`src/rtl/ram_port_arbiter.sv`:
```
// ram_port_arbiter
//   Shares one single-port, byte-addressed RAM between an instruction-fetch requester (I, read
//   only) and a load/store requester (D). Only one transaction is outstanding at a time. Each
//   accepted request is classified as one of three kinds:
//   - console print: a D store to PRINT_ADDR, which pulses the print port;
//   - error: illegal mask, out of range, or misaligned;
//   - RAM access: a fixed-latency memory access.
//   The response is then held on the winner's response port until that requester consumes it.
//
// Ports
//   clk_i, rst                 clock (rising edge), synchronous active-high reset
//   i_valid_i/i_ready_o        I request handshake; i_addr_i is the byte address
//   i_rvalid_o/i_rready_i      I response handshake; i_rdata_o, i_err_o
//   d_valid_i/d_ready_o        D request handshake; d_addr_i, d_we_i (byte mask), d_wdata_i
//   d_rvalid_o/d_rready_i      D response handshake; d_rdata_o, d_err_o
//   mem_en_o, mem_we_o,        RAM strobe (one cycle per access), lane write mask, byte offset,
//   mem_addr_o, mem_wdata_o    write data
//   mem_rdata_i                RAM read data, valid MEM_LATENCY cycles after mem_en_o
//   print_valid_o/print_data_o one-cycle console strobe and character
module ram_port_arbiter #(
  parameter logic [31:0] START_ADDR   = 32'h0000_0000,
  parameter int unsigned MEM_SIZE     = 65536,
  parameter int unsigned MEM_LATENCY  = 1,
  parameter logic [31:0] PRINT_ADDR   = 32'h8000_1000,
  parameter int unsigned MAX_D_STREAK = 4
) (
  input  logic        clk_i,
  input  logic        rst,
  // Instruction-fetch requester
  input  logic        i_valid_i,
  output logic        i_ready_o,
  input  logic [31:0] i_addr_i,
  output logic        i_rvalid_o,
  output logic [31:0] i_rdata_o,
  output logic        i_err_o,
  input  logic        i_rready_i,
  // Load/store requester
  input  logic        d_valid_i,
  output logic        d_ready_o,
  input  logic [31:0] d_addr_i,
  input  logic [3:0]  d_we_i,
  input  logic [31:0] d_wdata_i,
  output logic        d_rvalid_o,
  output logic [31:0] d_rdata_o,
  output logic        d_err_o,
  input  logic        d_rready_i,
  // RAM port
  output logic        mem_en_o,
  output logic [3:0]  mem_we_o,
  output logic [31:0] mem_addr_o,
  output logic [31:0] mem_wdata_o,
  input  logic [31:0] mem_rdata_i,
  // Console port
  output logic        print_valid_o,
  output logic [7:0]  print_data_o
);

  localparam int unsigned CntW   = $clog2(MEM_LATENCY + 1);
  localparam int unsigned StrkW  = $clog2(MAX_D_STREAK + 2);
  localparam logic [31:0] MaxOff = 32'(MEM_SIZE - 4);

  typedef enum logic [1:0] {StIdle, StAccess, StResp} state_e;

  state_e            state_q, state_d;
  logic              owner_d_q, owner_d_d;  // 1: D owns the transaction, 0: I
  logic [StrkW-1:0]  streak_q, streak_d;
  logic [CntW-1:0]   cnt_q, cnt_d;
  logic              mem_en_q, mem_en_d;
  logic [3:0]        mem_we_q, mem_we_d;
  logic [31:0]       mem_addr_q, mem_addr_d;
  logic [31:0]       mem_wdata_q, mem_wdata_d;
  logic              print_valid_q, print_valid_d;
  logic [7:0]        print_data_q, print_data_d;
  logic [31:0]       rdata_q, rdata_d;
  logic              err_q, err_d;

  logic              grant_d, grant_i;
  logic [31:0]       req_addr, req_off, req_wdata;
  logic [3:0]        req_we;
  logic              we_legal, is_print, is_err;

  // Arbitration. Grants are suppressed while rst is high so that no requester sees a
  // handshake that the reset is about to discard.
  always_comb begin
    grant_d = 1'b0;
    grant_i = 1'b0;
    if (state_q == StIdle && !rst) begin
      grant_d = d_valid_i && !(i_valid_i && streak_q == StrkW'(MAX_D_STREAK));
      grant_i = i_valid_i && !grant_d;
    end
  end

  // Starvation guard: counts D grants taken while I was waiting.
  always_comb begin
    streak_d = streak_q;
    if (grant_i || !i_valid_i) begin
      streak_d = '0;
    end else if (grant_d && streak_q != StrkW'(MAX_D_STREAK)) begin
      streak_d = streak_q + 1'b1;
    end
  end

  // Winner's request and its classification
  always_comb begin
    req_addr  = grant_d ? d_addr_i : i_addr_i;
    req_we    = grant_d ? d_we_i : 4'b0000;
    req_wdata = grant_d ? d_wdata_i : 32'h0;
    req_off   = req_addr - START_ADDR;
    we_legal  = (req_we == 4'b0000) || (req_we == 4'b0001) ||
                (req_we == 4'b0011) || (req_we == 4'b1111);
    is_print  = grant_d && (req_we != 4'b0000) && (req_addr == PRINT_ADDR);
    // Alignment is judged on the absolute address, range on the RAM offset.
    is_err    = !we_legal || (req_off > MaxOff) ||
                (((req_we == 4'b1111) || (req_we == 4'b0000)) && (req_addr[1:0] != 2'b00)) ||
                ((req_we == 4'b0011) && req_addr[0]);
  end

  // Next-state logic
  always_comb begin
    state_d       = state_q;
    owner_d_d     = owner_d_q;
    cnt_d         = cnt_q;
    mem_en_d      = 1'b0;
    mem_we_d      = mem_we_q;
    mem_addr_d    = mem_addr_q;
    mem_wdata_d   = mem_wdata_q;
    print_valid_d = 1'b0;
    print_data_d  = print_data_q;
    rdata_d       = rdata_q;
    err_d         = err_q;

    unique case (state_q)
      StIdle: begin
        if (grant_d || grant_i) begin
          owner_d_d = grant_d;
          rdata_d   = 32'h0;
          err_d     = 1'b0;
          cnt_d     = '0;
          if (is_print) begin
            print_valid_d = 1'b1;
            print_data_d  = req_wdata[7:0];
            state_d       = StResp;
          end else if (is_err) begin
            err_d   = 1'b1;
            state_d = StResp;
          end else begin
            mem_en_d    = 1'b1;
            mem_we_d    = req_we;
            mem_addr_d  = req_off;
            mem_wdata_d = req_wdata;
            state_d     = StAccess;
          end
        end
      end
      StAccess: begin
        // cnt_q is 0 in the mem_en cycle, so it equals MEM_LATENCY when read data is valid.
        if (cnt_q == CntW'(MEM_LATENCY)) begin
          if (mem_we_q == 4'b0000) begin
            rdata_d = mem_rdata_i;
          end
          state_d = StResp;
        end else begin
          cnt_d = cnt_q + 1'b1;
        end
      end
      StResp: begin
        if (owner_d_q ? d_rready_i : i_rready_i) begin
          state_d = StIdle;
        end
      end
      default: state_d = StIdle;
    endcase
  end

  always_ff @(posedge clk_i) begin
    if (rst) begin
      state_q       <= StIdle;
      owner_d_q     <= 1'b0;
      streak_q      <= '0;
      cnt_q         <= '0;
      mem_en_q      <= 1'b0;
      mem_we_q      <= 4'b0000;
      mem_addr_q    <= 32'h0;
      mem_wdata_q   <= 32'h0;
      print_valid_q <= 1'b0;
      print_data_q  <= 8'h00;
      rdata_q       <= 32'h0;
      err_q         <= 1'b0;
    end else begin
      state_q       <= state_d;
      owner_d_q     <= owner_d_d;
      streak_q      <= streak_d;
      cnt_q         <= cnt_d;
      mem_en_q      <= mem_en_d;
      mem_we_q      <= mem_we_d;
      mem_addr_q    <= mem_addr_d;
      mem_wdata_q   <= mem_wdata_d;
      print_valid_q <= print_valid_d;
      print_data_q  <= print_data_d;
      rdata_q       <= rdata_d;
      err_q         <= err_d;
    end
  end

  // Outputs: only the owner's response port is ever active.
  logic resp;
  always_comb begin
    resp          = (state_q == StResp);
    i_ready_o     = grant_i;
    d_ready_o     = grant_d;
    i_rvalid_o    = resp && !owner_d_q;
    d_rvalid_o    = resp && owner_d_q;
    i_rdata_o     = i_rvalid_o ? rdata_q : 32'h0;
    d_rdata_o     = d_rvalid_o ? rdata_q : 32'h0;
    i_err_o       = i_rvalid_o && err_q;
    d_err_o       = d_rvalid_o && err_q;
    mem_en_o      = mem_en_q;
    mem_we_o      = mem_en_q ? mem_we_q : 4'b0000;
    mem_addr_o    = mem_addr_q;
    mem_wdata_o   = mem_wdata_q;
    print_valid_o = print_valid_q;
    print_data_o  = print_data_q;
  end

endmodule

```
`config.mk`:
```
export PLATFORM = sky130hd
export DESIGN_NAME = ram_port_arbiter
export DESIGN_NICKNAME = d
export VERILOG_FILES = /design/src/rtl/ram_port_arbiter.sv
export SDC_FILE = /design/constraint.sdc
export NUM_CORES = 1
export LEC_CHECK = 0
export BUFFER_PORTS_ARGS = -buffer_cell sky130_fd_sc_hd__buf_2
export CORE_MARGIN = 5
export CORE_UTILIZATION = 46
export DETAILED_ROUTE_END_ITERATION = 16
export PLACE_DENSITY = 0.81
export SLEW_MARGIN = 5
export SYNTH_ARGS = -nofsm -noshare
export SYNTH_HDL_FRONTEND = slang
export SYNTH_SLANG_ARGS = --single-unit
```
`constraint.sdc`:
```
create_clock -name clk_i -period 2.9 [get_ports clk_i]
set_input_delay 0.58 -clock clk_i [delete_from_list [all_inputs] [get_ports clk_i]]
set_output_delay 0.58 -clock clk_i [all_outputs]
set_load 0.1 [all_outputs]
```
==> results.py <==
metrics = {
    "pwr": {
        "p_leak_uw": 0.00353,
        "power_density_mw_per_mm2": 520,
        "ir_drop_uv": 324,
    },
    "synth": {
        "yosysUniqueCellTypes": 51,
        "synth_seq_cells": 118,
        "synth_edf_count": 0,
        "yosys_warnings": 0,
        "synth_flop_cell": "dfxtp_1",
        "avgSynthCellArea_um2": 8.60,
        "async_reset_ff_frac": 0,
        "synth_cells": 653,
        "synth-seq-area-share": 0.421,
        "synth.net_count": 793,
        "netlist_area_mm2": 0.00561,
    },
    "clocking": {
        "cts_root_buffer": "clkbuf_16",
        "numClockSinks": 118,
        "cts_hold_buf": 0,
        "cts_buffer_depth": 2,
        "cts.repair.resized": 0,
        "clk_latency_ns": 0.40,
        "clkSlewWorstSetupHoldPaths_ns": 0.06,
        "cts_buffers": 17,
        "post_cts_buffers": 0,
        "cts_tree": "built",
        "h-tree-depth": 4,
    },
    "global_route": {
        "grt_pass1_vias": 5551,
        "antenna_found_initial": 0,
        "overflow": 0,
        "grt_pass1_wl_mm": 27.9,
        "grt.total_usage": 0.238,
        "grt_max_degree": 78,
    },
    "sta": {
        "finalSetupViolations": 0,
        "tightest_slew_ns": 0.903,
        "clock_skew_ns": 0.00716,
        "setup_ws_ns": 0.223,
        "fin_crit_ns": 2.68,
        "max_freq_ghz": 0.373,
        "hold_violations": 0,
        "drv_slew": 0,
        "hold_slack_ns": 0.408,
        "final.period_utilization": 0.923,
        "relSlewSlack": 0.398,
        "rsz0062_at_grt": "false",
    },
    "layout": {
        "n_antenna_cell": 0,
        "multi_input_area_mm2": 0.00296,
        "syn_to_final_growth_pct": 38.5,
        "register_area_mm2": 0.00236,
        "finish.net_count": 1061,
        "final_common_cell": "buf_2",
        "drive_gt1_frac": 0.422,
        "fillers": 1031,
        "mostFrequentLayoutCells": "283 x buf_2, 118 x dfxtp_1, 76 x nand2_1",
    },
    "route": {
        "drt-total-wl_mm": 18.3,
        "wl_met1_mm": 7.46,
        "drt_iter0_drc": 473,
        "routed.top_layer": "met4",
        "wl_met2_mm": 9.24,
        "drc": 0,
        "wl_per_cell_um": 16.9,
        "vias": 5873,
        "firstDrtPassIters": 5,
        "vias_per_cell": 5.43,
        "postRouteAntennaNets": 0,
        "wl_met3_mm": 1.17,
    },
    "worst_setup_path": {
        "crit_family": "compound AO/OA/AOI/OAI gates",
        "cp.required_ns": 3.21,
        "crit_path_top_delay_cell": "o32ai_1",
        "r2r_start": "streak_q[0]$_SDFFE_PP0P_",
        "crit_path_max_incr_delay_ns": 0.54,
        "cp.depth": 10,
        "r2r_slack_ns": 0.22,
        "cp.buffers_inverters": 3,
        "rr_endpoint": "mem_addr_o[15]$_SDFFE_PP0P_",
        "path_cells": "inv_1 -> ha_1 -> nand3_1 -> nand2_4 -> inv_2 -> o32ai_1 -> o211a_1 -> buf_12 -> a21oi_1 -> a311oi_2",
        "worstSetupPathType": "reg2reg",
        "critPathMaxFanout": 50,
        "rr_worst_depth": 10,
        "cp.arrival_ns": 2.99,
        "worst_setup_path_end_kind": "register",
        "cp-start-kind": "register",
    },
    "run": {
        "drv_cap": 0,
    },
    "min_path": {
        "min_to": "mem_wdata_o[9]$_SDFFE_PP0P_",
        "worstHoldStart": "d_wdata_i[9]",
        "hp-class": "in2reg",
        "hold_depth": 3,
    },
    "place": {
        "gp_congestion": 0.993,
        "portBuffers": 285,
        "hpwl_mm": 13.6,
        "place_ws_ns": 0.117,
    },
    "die": {
        "initial_core_util": 0.467,
        "ioPinCount": 286,
        "die_height_um": 120,
        "coreArea_mm2": 0.0120,
        "floorplan.die_area_mm2": 0.0145,
        "die_x_um": 120,
        "rows": 40,
    },
    "status": {
        "run_status": "completed",
    },
}
[layout make-up]
class,instances,area share
clock buffer,18,0.0565
tap,147,0.0237
timing repair buffer,308,0.214
clock inverter,14,0.0179
sequential,118,0.304
inverter,5,0.00241
multi-input combinational,471,0.381
[routing by layer]
| layer | up-vias | track usage |
|---|---|---|
| met1 | 2739 | 0.299 |
| met2 | 249 | 0.402 |
| met5 | - | 0 |
| met3 | 36 | 0.0486 |
| met4 | 0 | 0.0899 |
| li1 | 2849 | - |
[cell usage after synthesis (2+ instances only)]
| master | count | area share |
|---|---|---|
| nand2b_1 | 30 | 0.033 |
| a311oi_2 | 15 | 0.040 |
| nand3_1 | 41 | 0.037 |
| o211ai_1 | 2 | 0.0027 |
| nor2_1 | 17 | 0.011 |
| nor3b_2 | 16 | 0.036 |
| mux2i_1 | 11 | 0.020 |
| nor4b_1 | 4 | 0.0062 |
| nand4_1 | 36 | 0.040 |
| nand3b_1 | 2 | 0.0027 |
| o21ai_1 | 6 | 0.0054 |
| o21ai_0 | 30 | 0.027 |
| a22oi_1 | 2 | 0.0027 |
| buf_6 | 9 | 0.018 |
| buf_2 | 5 | 0.0045 |
| inv_1 | 4 | 0.0027 |
| nor4_1 | 14 | 0.016 |
| nor3_1 | 3 | 0.0027 |
| a21oi_1 | 62 | 0.055 |
| and2_1 | 70 | 0.078 |
| nand2_1 | 76 | 0.051 |
| dfxtp_1 | 118 | 0.42 |
| and3_1 | 8 | 0.0089 |
| clkbuf_1 | 44 | 0.029 |
| ha_1 | 2 | 0.0045 |
[kinds of logic (layout without fill, tap and decap cells)]
logic type | count (synthesis) | count (layout) | share of synthesized area
simple gates | 330 | 330 | 0.346
compound gates | 127 | 127 | 0.151
flops | 118 | 118 | 0.421
mux | 11 | 11 | 0.0196
xor+xnor | 1 | 1 | 0.00156
fa+ha+maj | 2 | 2 | 0.00446
buf+inv | 64 | 345 | 0.0566
[tightest hold or removal path, cell delays in order]
cell and delay (ns):
buf_2 0.07, nand4_1 0.05, o21ai_0 0.07
[sequential cells by signal, summed over array words and instances (netlist names)]
register and count:
mem_en_o 1, rdata_q 32, mem_addr_o 32, mem_wdata_o 32
err_q 1, streak_q 3, print_valid_o 1, owner_d_q 1
state_q 2, print_data_o 8, mem_we_q 4, cnt_q 1
[worst max-delay path by stage]
stage | start | end
final | streak_q[0]$_SDFFE_PP0P_ | mem_addr_o[15]$_SDFFE_PP0P_
after global routing | streak_q[0]$_SDFFE_PP0P_ | mem_addr_o[15]$_SDFFE_PP0P_
after CTS | state_q[1]$_SDFFE_PP0P_ | i_rdata_o[11]
after detailed placement | i_valid_i | mem_addr_o[7]$_SDFFE_PP0P_
after global placement | i_valid_i | mem_addr_o[14]$_SDFFE_PP0P_
after floorplan | state_q[1]$_SDFFE_PP0P_ | i_rdata_o[22]
[per-stage QoR]
step / power [uW] / cell area (um^2) / utilization / instances / setup TNS (ns)
floorplan: 1860 / 5630 / - / 653 / -0.0429
global placement: 2040 / 7200 / 0.599 / 1049 / 0
detailed placement: 2040 / 7200 / 0.599 / 1049 / 0
CTS: 4080 / 7770 / 0.647 / 1081 / 0
global route: 4190 / 7770 / 0.647 / 1081 / 0
finish: 4040 / 7770 / 0.647 / 1081 / 0
[power breakdown]
group | total (uW) | switching, uW | internal, uW
combinational | 374 | 240 | 133
sequential | 1630 | 6.70 | 1630
clock | 2040 | 813 | 1220
total | 4040 | 1060 | 2980
(Power assumes the default switching activity.)
